## src/rtl/phase_measure_reporter_if.sv

```systemverilog
// Bus bundle between phase_measure_reporter and its neighbours.
//   measure_request__valid   : reporter -> clocking_phase_measure, request a measurement
//   measure_response__*      : clocking_phase_measure -> reporter, single-cycle result strobe
//   dprintf_req__*           : reporter -> dprintf_4_async, statistics report
//   dprintf_ack              : dprintf_4_async -> reporter, report accepted
// Modport master is the reporter side; slave is the environment side.
interface phase_measure_reporter_if;
  logic        measure_request__valid;
  logic        measure_response__valid;
  logic        measure_response__abort;
  logic        measure_response__initial_value;
  logic [8:0]  measure_response__delay;
  logic [8:0]  measure_response__initial_delay;
  logic        dprintf_req__valid;
  logic [15:0] dprintf_req__address;
  logic [63:0] dprintf_req__data_0;
  logic [63:0] dprintf_req__data_1;
  logic [63:0] dprintf_req__data_2;
  logic [63:0] dprintf_req__data_3;
  logic        dprintf_ack;

  modport master (
    output measure_request__valid,
    input  measure_response__valid,
    input  measure_response__abort,
    input  measure_response__initial_value,
    input  measure_response__delay,
    input  measure_response__initial_delay,
    output dprintf_req__valid,
    output dprintf_req__address,
    output dprintf_req__data_0,
    output dprintf_req__data_1,
    output dprintf_req__data_2,
    output dprintf_req__data_3,
    input  dprintf_ack
  );

  modport slave (
    input  measure_request__valid,
    output measure_response__valid,
    output measure_response__abort,
    output measure_response__initial_value,
    output measure_response__delay,
    output measure_response__initial_delay,
    input  dprintf_req__valid,
    input  dprintf_req__address,
    input  dprintf_req__data_0,
    input  dprintf_req__data_1,
    input  dprintf_req__data_2,
    input  dprintf_req__data_3,
    output dprintf_ack
  );
endinterface

```

## src/rtl/phase_measure_reporter.sv

```systemverilog
// Phase measurement statistics reporter.
// Requests measurements, accumulates accepted responses (count, sum, min,
// max, last) plus abort and filtered counts, and every REPORT_INTERVAL
// accepted samples issues one dprintf request carrying the summary. The
// request is held until acknowledged; statistics are then cleared.
// Ports:
//   clk     : measurement clock, all state on rising edge
//   reset_n : asynchronous active-low reset
//   bus     : phase_measure_reporter_if.master (measure and dprintf buses)
//
// state      | meaning
// -----------+-----------------------------------------------------------
// ST_MEASURE | requesting measurements, accumulating responses
// ST_REPORT  | dprintf request held, responses ignored, waiting for ack
module phase_measure_reporter #(
  parameter int unsigned MIN_DELAY       = 16,
  parameter int unsigned REPORT_INTERVAL = 16,
  parameter int unsigned DPRINTF_ADDRESS = 80
) (
  input logic                       clk,
  input logic                       reset_n,
  phase_measure_reporter_if.master  bus
);

  localparam logic [8:0]  LP_MIN_DELAY = 9'(MIN_DELAY);
  localparam logic [15:0] LP_INTERVAL  = 16'(REPORT_INTERVAL);
  localparam logic [8:0]  LP_MIN_INIT  = 9'h1FF;

  typedef enum logic [0:0] {
    ST_MEASURE = 1'b0,
    ST_REPORT  = 1'b1
  } state_t;

  state_t      r_state, w_next_state;
  logic [15:0] r_sample_count, w_sample_count;
  logic [23:0] r_sum, w_sum;
  logic [8:0]  r_min, w_min;
  logic [8:0]  r_max, w_max;
  logic [8:0]  r_last, w_last;
  logic [15:0] r_abort_count, w_abort_count;
  logic [15:0] r_filtered_count, w_filtered_count;
  logic        r_initial_value, w_initial_value;
  logic [8:0]  r_initial_delay, w_initial_delay;
  logic        r_req_valid, w_req_valid;
  logic        r_dprintf_valid, w_dprintf_valid;
  logic [63:0] r_data_0, w_data_0;
  logic [63:0] r_data_1, w_data_1;

  // Initial value/delay are captured for observation only; nothing downstream
  // consumes them yet.
  logic w_unused_initial;
  assign w_unused_initial = ^{r_initial_value, r_initial_delay};

  always_comb begin
    w_next_state     = r_state;
    w_sample_count   = r_sample_count;
    w_sum            = r_sum;
    w_min            = r_min;
    w_max            = r_max;
    w_last           = r_last;
    w_abort_count    = r_abort_count;
    w_filtered_count = r_filtered_count;
    w_initial_value  = r_initial_value;
    w_initial_delay  = r_initial_delay;
    w_dprintf_valid  = r_dprintf_valid;
    w_data_0         = r_data_0;
    w_data_1         = r_data_1;

    case (r_state)
      ST_MEASURE: begin
        if (bus.measure_response__valid) begin
          w_initial_value = bus.measure_response__initial_value;
          w_initial_delay = bus.measure_response__initial_delay;
          if (bus.measure_response__abort) begin
            if (r_abort_count != 16'hFFFF) w_abort_count = r_abort_count + 16'd1;
          end else if (bus.measure_response__delay < LP_MIN_DELAY) begin
            if (r_filtered_count != 16'hFFFF) w_filtered_count = r_filtered_count + 16'd1;
          end else begin
            w_sample_count = r_sample_count + 16'd1;
            w_sum          = r_sum + {15'd0, bus.measure_response__delay};
            w_last         = bus.measure_response__delay;
            if (bus.measure_response__delay < r_min) w_min = bus.measure_response__delay;
            if (bus.measure_response__delay > r_max) w_max = bus.measure_response__delay;
            // Snapshot includes the triggering sample.
            if (w_sample_count == LP_INTERVAL) begin
              w_next_state    = ST_REPORT;
              w_dprintf_valid = 1'b1;
              w_data_0        = {7'h0, w_min, 7'h0, w_max, 8'h0, w_sum};
              w_data_1        = {w_sample_count, w_abort_count, w_filtered_count, 7'h0, w_last};
            end
          end
        end
      end
      ST_REPORT: begin
        if (bus.dprintf_ack && r_dprintf_valid) begin
          w_next_state     = ST_MEASURE;
          w_dprintf_valid  = 1'b0;
          w_sample_count   = 16'd0;
          w_sum            = 24'd0;
          w_min            = LP_MIN_INIT;
          w_max            = 9'd0;
          w_last           = 9'd0;
          w_abort_count    = 16'd0;
          w_filtered_count = 16'd0;
        end
      end
      default: w_next_state = ST_MEASURE;
    endcase

    w_req_valid = (w_next_state == ST_MEASURE);
  end

  always_ff @(posedge clk or negedge reset_n) begin
    if (!reset_n) begin
      r_state          <= ST_MEASURE;
      r_sample_count   <= 16'd0;
      r_sum            <= 24'd0;
      r_min            <= LP_MIN_INIT;
      r_max            <= 9'd0;
      r_last           <= 9'd0;
      r_abort_count    <= 16'd0;
      r_filtered_count <= 16'd0;
      r_initial_value  <= 1'b0;
      r_initial_delay  <= 9'd0;
      r_req_valid      <= 1'b0;
      r_dprintf_valid  <= 1'b0;
      r_data_0         <= 64'd0;
      r_data_1         <= 64'd0;
    end else begin
      r_state          <= w_next_state;
      r_sample_count   <= w_sample_count;
      r_sum            <= w_sum;
      r_min            <= w_min;
      r_max            <= w_max;
      r_last           <= w_last;
      r_abort_count    <= w_abort_count;
      r_filtered_count <= w_filtered_count;
      r_initial_value  <= w_initial_value;
      r_initial_delay  <= w_initial_delay;
      r_req_valid      <= w_req_valid;
      r_dprintf_valid  <= w_dprintf_valid;
      r_data_0         <= w_data_0;
      r_data_1         <= w_data_1;
    end
  end

  assign bus.measure_request__valid = r_req_valid;
  assign bus.dprintf_req__valid     = r_dprintf_valid;
  assign bus.dprintf_req__address   = 16'(DPRINTF_ADDRESS);
  assign bus.dprintf_req__data_0    = r_data_0;
  assign bus.dprintf_req__data_1    = r_data_1;
  assign bus.dprintf_req__data_2    = {64{1'b1}};
  assign bus.dprintf_req__data_3    = {64{1'b1}};

endmodule

```

## src/flat_wrapper.sv

```systemverilog
// flat-port wrapper written by rule: the top's interface ports become plain ports
module phase_measure_reporter_flat 
#(
  parameter int unsigned MIN_DELAY       = 16,
  parameter int unsigned REPORT_INTERVAL = 16,
  parameter int unsigned DPRINTF_ADDRESS = 80
)
  (clk, reset_n, bus_measure_request__valid, bus_measure_response__valid, bus_measure_response__abort, bus_measure_response__initial_value, bus_measure_response__delay, bus_measure_response__initial_delay, bus_dprintf_req__valid, bus_dprintf_req__address, bus_dprintf_req__data_0, bus_dprintf_req__data_1, bus_dprintf_req__data_2, bus_dprintf_req__data_3, bus_dprintf_ack);
  phase_measure_reporter_if bus_i ();
  input logic clk;
  input logic reset_n;
  output wire logic [$bits(bus_i.measure_request__valid)-1:0] bus_measure_request__valid;
  input wire logic [$bits(bus_i.measure_response__valid)-1:0] bus_measure_response__valid;
  input wire logic [$bits(bus_i.measure_response__abort)-1:0] bus_measure_response__abort;
  input wire logic [$bits(bus_i.measure_response__initial_value)-1:0] bus_measure_response__initial_value;
  input wire logic [$bits(bus_i.measure_response__delay)-1:0] bus_measure_response__delay;
  input wire logic [$bits(bus_i.measure_response__initial_delay)-1:0] bus_measure_response__initial_delay;
  output wire logic [$bits(bus_i.dprintf_req__valid)-1:0] bus_dprintf_req__valid;
  output wire logic [$bits(bus_i.dprintf_req__address)-1:0] bus_dprintf_req__address;
  output wire logic [$bits(bus_i.dprintf_req__data_0)-1:0] bus_dprintf_req__data_0;
  output wire logic [$bits(bus_i.dprintf_req__data_1)-1:0] bus_dprintf_req__data_1;
  output wire logic [$bits(bus_i.dprintf_req__data_2)-1:0] bus_dprintf_req__data_2;
  output wire logic [$bits(bus_i.dprintf_req__data_3)-1:0] bus_dprintf_req__data_3;
  input wire logic [$bits(bus_i.dprintf_ack)-1:0] bus_dprintf_ack;
  assign bus_measure_request__valid = bus_i.measure_request__valid;
  assign bus_i.measure_response__valid = bus_measure_response__valid;
  assign bus_i.measure_response__abort = bus_measure_response__abort;
  assign bus_i.measure_response__initial_value = bus_measure_response__initial_value;
  assign bus_i.measure_response__delay = bus_measure_response__delay;
  assign bus_i.measure_response__initial_delay = bus_measure_response__initial_delay;
  assign bus_dprintf_req__valid = bus_i.dprintf_req__valid;
  assign bus_dprintf_req__address = bus_i.dprintf_req__address;
  assign bus_dprintf_req__data_0 = bus_i.dprintf_req__data_0;
  assign bus_dprintf_req__data_1 = bus_i.dprintf_req__data_1;
  assign bus_dprintf_req__data_2 = bus_i.dprintf_req__data_2;
  assign bus_dprintf_req__data_3 = bus_i.dprintf_req__data_3;
  assign bus_i.dprintf_ack = bus_dprintf_ack;
  phase_measure_reporter #(.MIN_DELAY(MIN_DELAY), .REPORT_INTERVAL(REPORT_INTERVAL), .DPRINTF_ADDRESS(DPRINTF_ADDRESS)) u_core (.clk(clk), .reset_n(reset_n), .bus(bus_i));
endmodule
```

## config.mk

```make
export PLATFORM = sky130hd
export DESIGN_NAME = phase_measure_reporter_flat
export DESIGN_NICKNAME = d
export VERILOG_FILES = /design/src/rtl/phase_measure_reporter_if.sv /design/src/rtl/phase_measure_reporter.sv /design/src/flat_wrapper.sv
export SDC_FILE = /design/constraint.sdc
export NUM_CORES = 1
export LEC_CHECK = 0
export ABC_CLOCK_PERIOD_IN_PS = 6500
export CAP_MARGIN = 40
export CELL_PAD_IN_SITES_DETAIL_PLACEMENT = 1
export CELL_PAD_IN_SITES_GLOBAL_PLACEMENT = 2
export CORE_UTILIZATION = 33
export DETAILED_ROUTE_END_ITERATION = 10
export GPL_ROUTABILITY_DRIVEN = 0
export PLACE_DENSITY_LB_ADDON = 0.1
export SLEW_MARGIN = 5
export SYNTH_ARGS = -nofsm -noshare
export SYNTH_HDL_FRONTEND = slang
export SYNTH_SLANG_ARGS = --single-unit
```

## constraint.sdc

```tcl
create_clock -name clk -period 6.5 [get_ports clk]
set_clock_uncertainty 0.2 [all_clocks]
set_input_delay 0.65 -clock clk [delete_from_list [all_inputs] [get_ports clk]]
set_output_delay 0.65 -clock clk [all_outputs]
set_load 0.02 [all_outputs]
```

Yosys cells after proc, flatten, opt, wreduce, memory -nomap -nowiden
Index checks and enable logic that the tools add are counted.
{ "classes": {"mux": 43, "order_cmp": 3, "bitwise_logic": 4, "n_addsub": 4, "reduce_logical": 6, "eq_ne": 12} }
{ "op_table": {"columns": ["op", "count"], "rows": [
  ["$mux W16", 11],
  ["$mux W24", 4],
  ["$pmux W16 S2", 3],
  ["$mux W9", 10],
  ["$add A16 B1 Y16 const B", 3],
  ["$pmux W24 S2", 1],
  ["$pmux W9 S2", 2],
  ["$ne A16 B16 Y1 const B", 2],
  ["$add A24 B9 Y24", 1],
  ["$eq A16 B5 Y1 const B", 1],
  ["$reduce_and A5 Y1", 3],
  ["$mux W1", 10],
  ["$ne A2 B2 Y1 const B", 5],
  ["$gt A9 B9 Y1", 1],
  ["$lt A9 B5 Y1 const B", 1],
  ["$lt A9 B9 Y1", 1],
  ["$ne A2 B1 Y1 const B", 4],
  ["$reduce_and A4 Y1", 2],
  ["$not A1 Y1", 4],
  ["$pmux W1 S2", 2],
  ["$logic_and A1 B1 Y1", 1]
]} }
{ "totals": {"ff_bits": 192, "output_inout_bits": 274, "wordCells": 83, "inputBits": 24} }

Depth between registers and ports, before layout
{ "logic_depth": {"depth_word": 8, "depth_mapped": 9, "ltp_nobuf": 9} }

Worst setup path before layout
No wires, ideal clock.
{ "synth_timing": {"kind": "input to register", "from": "input bus_measure_response__delay[7]", "to": "register u_core.r_data_0[23] (netlist: u_core.bus.dprintf_req__data_0[23])", "arrival_ns": 2.529, "path_stages": 8, "path_buffers": 1, "path_slack_ns": 3.643, "cell_sequence": "ha_1 -> buf_2 -> nand3_1 -> nor2_1 -> o21ai_1 -> a2111oi_0 -> xor2_1 -> mux2_1"} }
{ "synth_via": {"elab_chain_len": 3} }
{ "synth_lines": {"columns": ["element", "line", "source"], "rows": [
  ["start, declared", "flat_wrapper.sv:16", "input wire logic [$bits(bus_i.measure_response__delay)-1:0] bus_measure_response__delay;"],
  ["parallel branches: the longest is 3 deep, another holds $add A24 B9 Y24", null, null],
  ["end signal, assigned", "phase_measure_reporter.sv:142", "r_data_0 <= w_data_0;"],
  ["end, declared", "phase_measure_reporter.sv:46", "logic [63:0] r_data_0, w_data_0;"]
]} }
Parallel ways; which one is timed is not known.
A chain may end at the register's enable or synchronous reset.

Worst setup path after layout
{ "layout_timing": {"from": "register u_core.r_sample_count[0]", "to": "register u_core.r_data_0[16] (netlist: u_core.bus.dprintf_req__data_0[16])"} }
{ "layout_via": {"elab_chain_len": 3} }
{ "layout_lines": {"columns": ["element", "line", "source"], "rows": [
  ["start, declared", "phase_measure_reporter.sv:35", "logic [15:0] r_sample_count, w_sample_count;"],
  ["start signal, assigned", "phase_measure_reporter.sv:131", "r_sample_count <= w_sample_count;"],
  ["$add A16 B1 Y16", "phase_measure_reporter.sv:79", "w_sample_count = r_sample_count + 16'd1;"],
  ["$eq A16 B5 Y1", "phase_measure_reporter.sv:85", "if (w_sample_count == LP_INTERVAL) begin"],
  ["$reduce_and A5 Y1 (no line)", null, null]
]} }
Every way passes these cells.

==> metrics.md <==
| Metric | Value |
|---|---|
| Status | `completed` |
| Final setup TNS | `0 ns` |
| Post-route ant nets | `0` |
| Crit start category | `register` |
| IO Pins | `slightly below 300` |
| Unrepaired setup endpoints after global routing | `false` |
| Input/output buffers | `between 100 and 150` |
| Synth top cells by count | `dfrtp_1, buf_4, mux2_1, nor2_1, inv_1` |
| Final Hold Vio Count | `0` |
| Post-cts gate resize count | `0` |
| Gr usage total | `around 15%` |
| Clock Sinks | `about 190` |
| Distinct cell type count after synthesis | `between 70 and 80` |
| Share of cells above drive strength 1 | `~6.7%` |
| Critical R2R Capture | `u_core.bus.dprintf_req__data_0[16]$_DFFE_PN0P_` |
| Post-route insts no fill | `between 1,500 and 2,000` |
| CP peak stage delay | `roughly 0.70 ns` |
| Dpl cells | `around 1,600` |
| Drt initial violations | `~280` |
| Setup Buffers After CTS | `0` |
| Row count | `66` |
| Crit path DAT | `between 4 and 5 ns` |
| CTS tree | `built` |
| Gr ovfl total | `0` |
| Fin crit share | `61.89%` |
| First-pass GRT wire length | `~40,000 microns` |
| Avg Vias per Cell | `approximately 4.5` |
| HP Class | `register to register` |
| Die height | `about 180 microns` |
| Worst-path maximum fanout | `between 50 and 60` |
| Syn Area/Cell | `approximately 10 sq um` |
| Die Wd | `between 150 and 200 microns` |
| Share of the synthesized area in the top cell type | `a little over two fifths` |
| Initial core utilization | `33.53%` |
| DP HPWL | `around 17,000 microns` |
| ANT cells | `0` |
| Detailed Routing Iterations Pass 1 | `4` |
| Cells after synthesis | `between 1,000 and 1,500` |
| Vias in the first global route | `roughly 7,100` |
| Worst-Skew Late Latency | `about 0.44 ns` |
| WL final | `about 25,000 microns` |
| Main synth FF type | `dfrtp_1` |
| Required time of the critical path | `6.62 ns` |
| Worst setup margin | `roughly 2.5 ns` |
| Hold WS | `0.2796 ns` |
| Pin count of the biggest net entering global routing | `between 150 and 200` |
| WP buf/inv | `1` |
| Max stage delay cell, worst path | `buf_4` |
| Slew @ Worst Pin | `around 1.0 ns` |
| Mapped Area | `10,880 sq um` |
| CTS Buf Count | `17` |
| Number of synthesized flops with an enable pin | `0` |
| HP Start | `u_core.r_sum[19]$_DFFE_PN0P_` |
| Setup crit end kind | `register` |
| Max-cap violations | `0` |
| Hold path cells | `1` |
| Final Cell Area | `roughly 12,000 sq um` |
| YS warnings | `0` |
| FF+latch area | `4816 sq um` |
| Crit-path cells | `ha_1 > nand2_1 > or3_1 > nor4b_1 > o211ai_2 > nor3_4 > buf_4 > mux2_1` |
| VDD IR-drop max | `~0.2 mV` |
| DRC Markers | `0` |
| Cell Area, Placed | `between 10,000 and 15,000 sq um` |
| Tmin final | `~4.0 ns` |
| Fillers | `around 3,600` |
| Final Util | `about two fifths` |
| R2r worst-path depth | `8` |
| Routed WL per cell | `roughly 16 microns` |
| Die area | `33,710 sq um` |
| Post-synthesis sequential area ratio | `approximately 44%` |
| Total core area | `between 30,000 and 40,000 sq um` |
| Initial antenna violation count | `0` |
| Largest cells by area after synthesis | `dfrtp_1, buf_4, mux2_1` |
| H-tree Lvls | `4` |
| Reg clk slew, reported paths | `~0.070 ns` |
| Clk buf depth | `2` |
| Pwr dens | `between 200 and 300 nW/um^2` |
| Family with the most delay on the worst path | `simple AND/OR/NAND/NOR gates` |
| Pins Over Slew Limit | `0` |
| Footprint of the multi-input gates | `5004 sq um` |
| Synth area leader | `dfrtp_1` |
| Nets@finish | `between 1,000 and 1,500` |
| R2R setup slack | `about 2.5 ns` |
| Static leakage | `between 5 and 6 nW` |
| Hold EP | `u_core.r_sum[19]$_DFFE_PN0P_` |
| Final setup fails | `0` |
| CP Class | `register to register` |
| Power Total | `roughly 3.4 mW` |
| Ys async rst share | `between 90% and 100%` |
| Vias | `between 7,000 and 8,000` |
| Reg2reg start | `u_core.r_sample_count[0]$_DFFE_PN0P_` |
| Relative slew slack | `31.23%` |
| Post-placement worst setup slack | `2.204 ns` |
| Root Buffer | `clkbuf_16` |
| Yosys reg bits | `192` |
| Area grow syn2layout | `14.58%` |
| Top-count cell post-synth | `dfrtp_1` |
| Fmax achieved | `about 250 MHz` |
[worst max-delay path by stage]
| stage | startpoint | endpoint | slack (ns) | depth (start not counted) |
|---|---|---|---|---|
| detailed placement | bus_measure_response__delay[8] | u_core.bus.dprintf_req__data_0[16]$_DFFE_PN0P_ | 2.20 | 7 |
| finish | u_core.r_sample_count[0]$_DFFE_PN0P_ | u_core.bus.dprintf_req__data_0[16]$_DFFE_PN0P_ | 2.48 | 8 |
| global route | u_core.r_sample_count[0]$_DFFE_PN0P_ | u_core.bus.dprintf_req__data_0[12]$_DFFE_PN0P_ | 2.20 | 8 |
| global placement | bus_measure_response__abort | u_core.bus.dprintf_req__data_0[18]$_DFFE_PN0P_ | 2.24 | 7 |
| floorplan | bus_measure_response__delay[7] | u_core.bus.dprintf_req__data_0[23]$_DFFE_PN0P_ | 3.64 | 8 |
| CTS | u_core.r_sample_count[0]$_DFFE_PN0P_ | u_core.bus.dprintf_req__data_0[16]$_DFFE_PN0P_ | 2.37 | 8 |
[where the power goes]
| group | leakage [nW] | switching [mW] | internal (mW) |
|---|---|---|---|
| Clock | 0.314 | 0.484 | 0.680 |
| Combinational | 3.13 | 0.522 | 0.328 |
| Sequential | 2.54 | 0.101 | 1.32 |
| Total | 5.98 | 1.11 | 2.33 |
[final cells by class]
class | instances | share of cell area (%)
multi-input combinational | 763 | 40.13
sequential | 192 | 38.62
timing repair buffer | 126 | 10.18
tap | 442 | 4.435
clock buffer | 21 | 3.773
inverter | 48 | 1.445
clock inverter | 11 | 1.415
[logic make-up (layout without fill, tap and decap cells)]
| logic type | count (synthesis) | in the layout | share of synthesized area, % |
|---|---|---|---|
| compound gates | 173 | 173 | 10.49 |
| xor+xnor | 48 | 48 | 3.863 |
| fa+ha+maj | 30 | 30 | 3.518 |
| buf+inv | 260 | 206 | 15.81 |
| flops | 192 | 192 | 44.25 |
| mux | 107 | 107 | 10.78 |
| other cells | 2 | 173 | 0.06901 |
| simple gates | 232 | 232 | 11.22 |
[registers in the layout, indices dropped and copies added, names as in the netlist, 9 cells and up]
| name | flops |
|---|---|
| u_core.bus.dprintf_req__data_1 | 57 |
| u_core.bus.dprintf_req__data_0 | 42 |
| u_core.r_sum | 24 |
| u_core.r_abort_count | 16 |
| u_core.r_filtered_count | 16 |
| u_core.r_sample_count | 16 |
| u_core.r_max | 9 |
| u_core.r_min | 9 |
[routing by layer]
metal | GRT usage, % | part of all wire, % | vias to the layer above
met1 | 20.55 | 49 | 3654
met2 | 24.86 | 48 | 115
met3 | 2.833 | 2.8 | 13
met5 | 0 | 0 | -
li1 | - | - | 3474
met4 | 3.400 | 0.70 | 0
[placed cells by master, fill, tap and decap left out, types with 7 or more instances in the layout]
cell type	Yosys	routed
a211oi_1	8	8
a21o_1	9	9
a21oi_1	29	28
a22o_1	24	24
a22oi_1	8	8
and4_1	7	7
buf_4	174	9
clkbuf_16	0	17
clkdlybuf4s50_1	0	113
conb_1	2	173
dfrtp_1	183	183
dfstp_2	9	9
ha_1	29	29
inv_1	48	48
mux2_1	72	72
mux2_2	10	10
mux2i_1	25	25
nand2_1	38	38
nand3_1	28	28
nand4_1	17	17
nor2_1	66	65
nor2b_1	21	21
nor3_1	14	14
o21ai_0	47	47
o21ai_1	8	7
xnor2_1	24	24
xor2_1	24	24
[what timing repair did]
action,CTS,global route
hold endpoints to repair,26,0
endpoints found under the setup margin,0,0
hold buffers,1,0
[worst reg2reg max path: stages, from the launching register on]
cell,delay [ns]
dfrtp_1,0.46
ha_1,0.28
nand2_1,0.10
or3_1,0.31
nor4b_1,0.51
o211ai_2,0.28
nor3_4,0.65
buf_4,0.70
mux2_1,0.41
(Power assumes the default switching activity.)
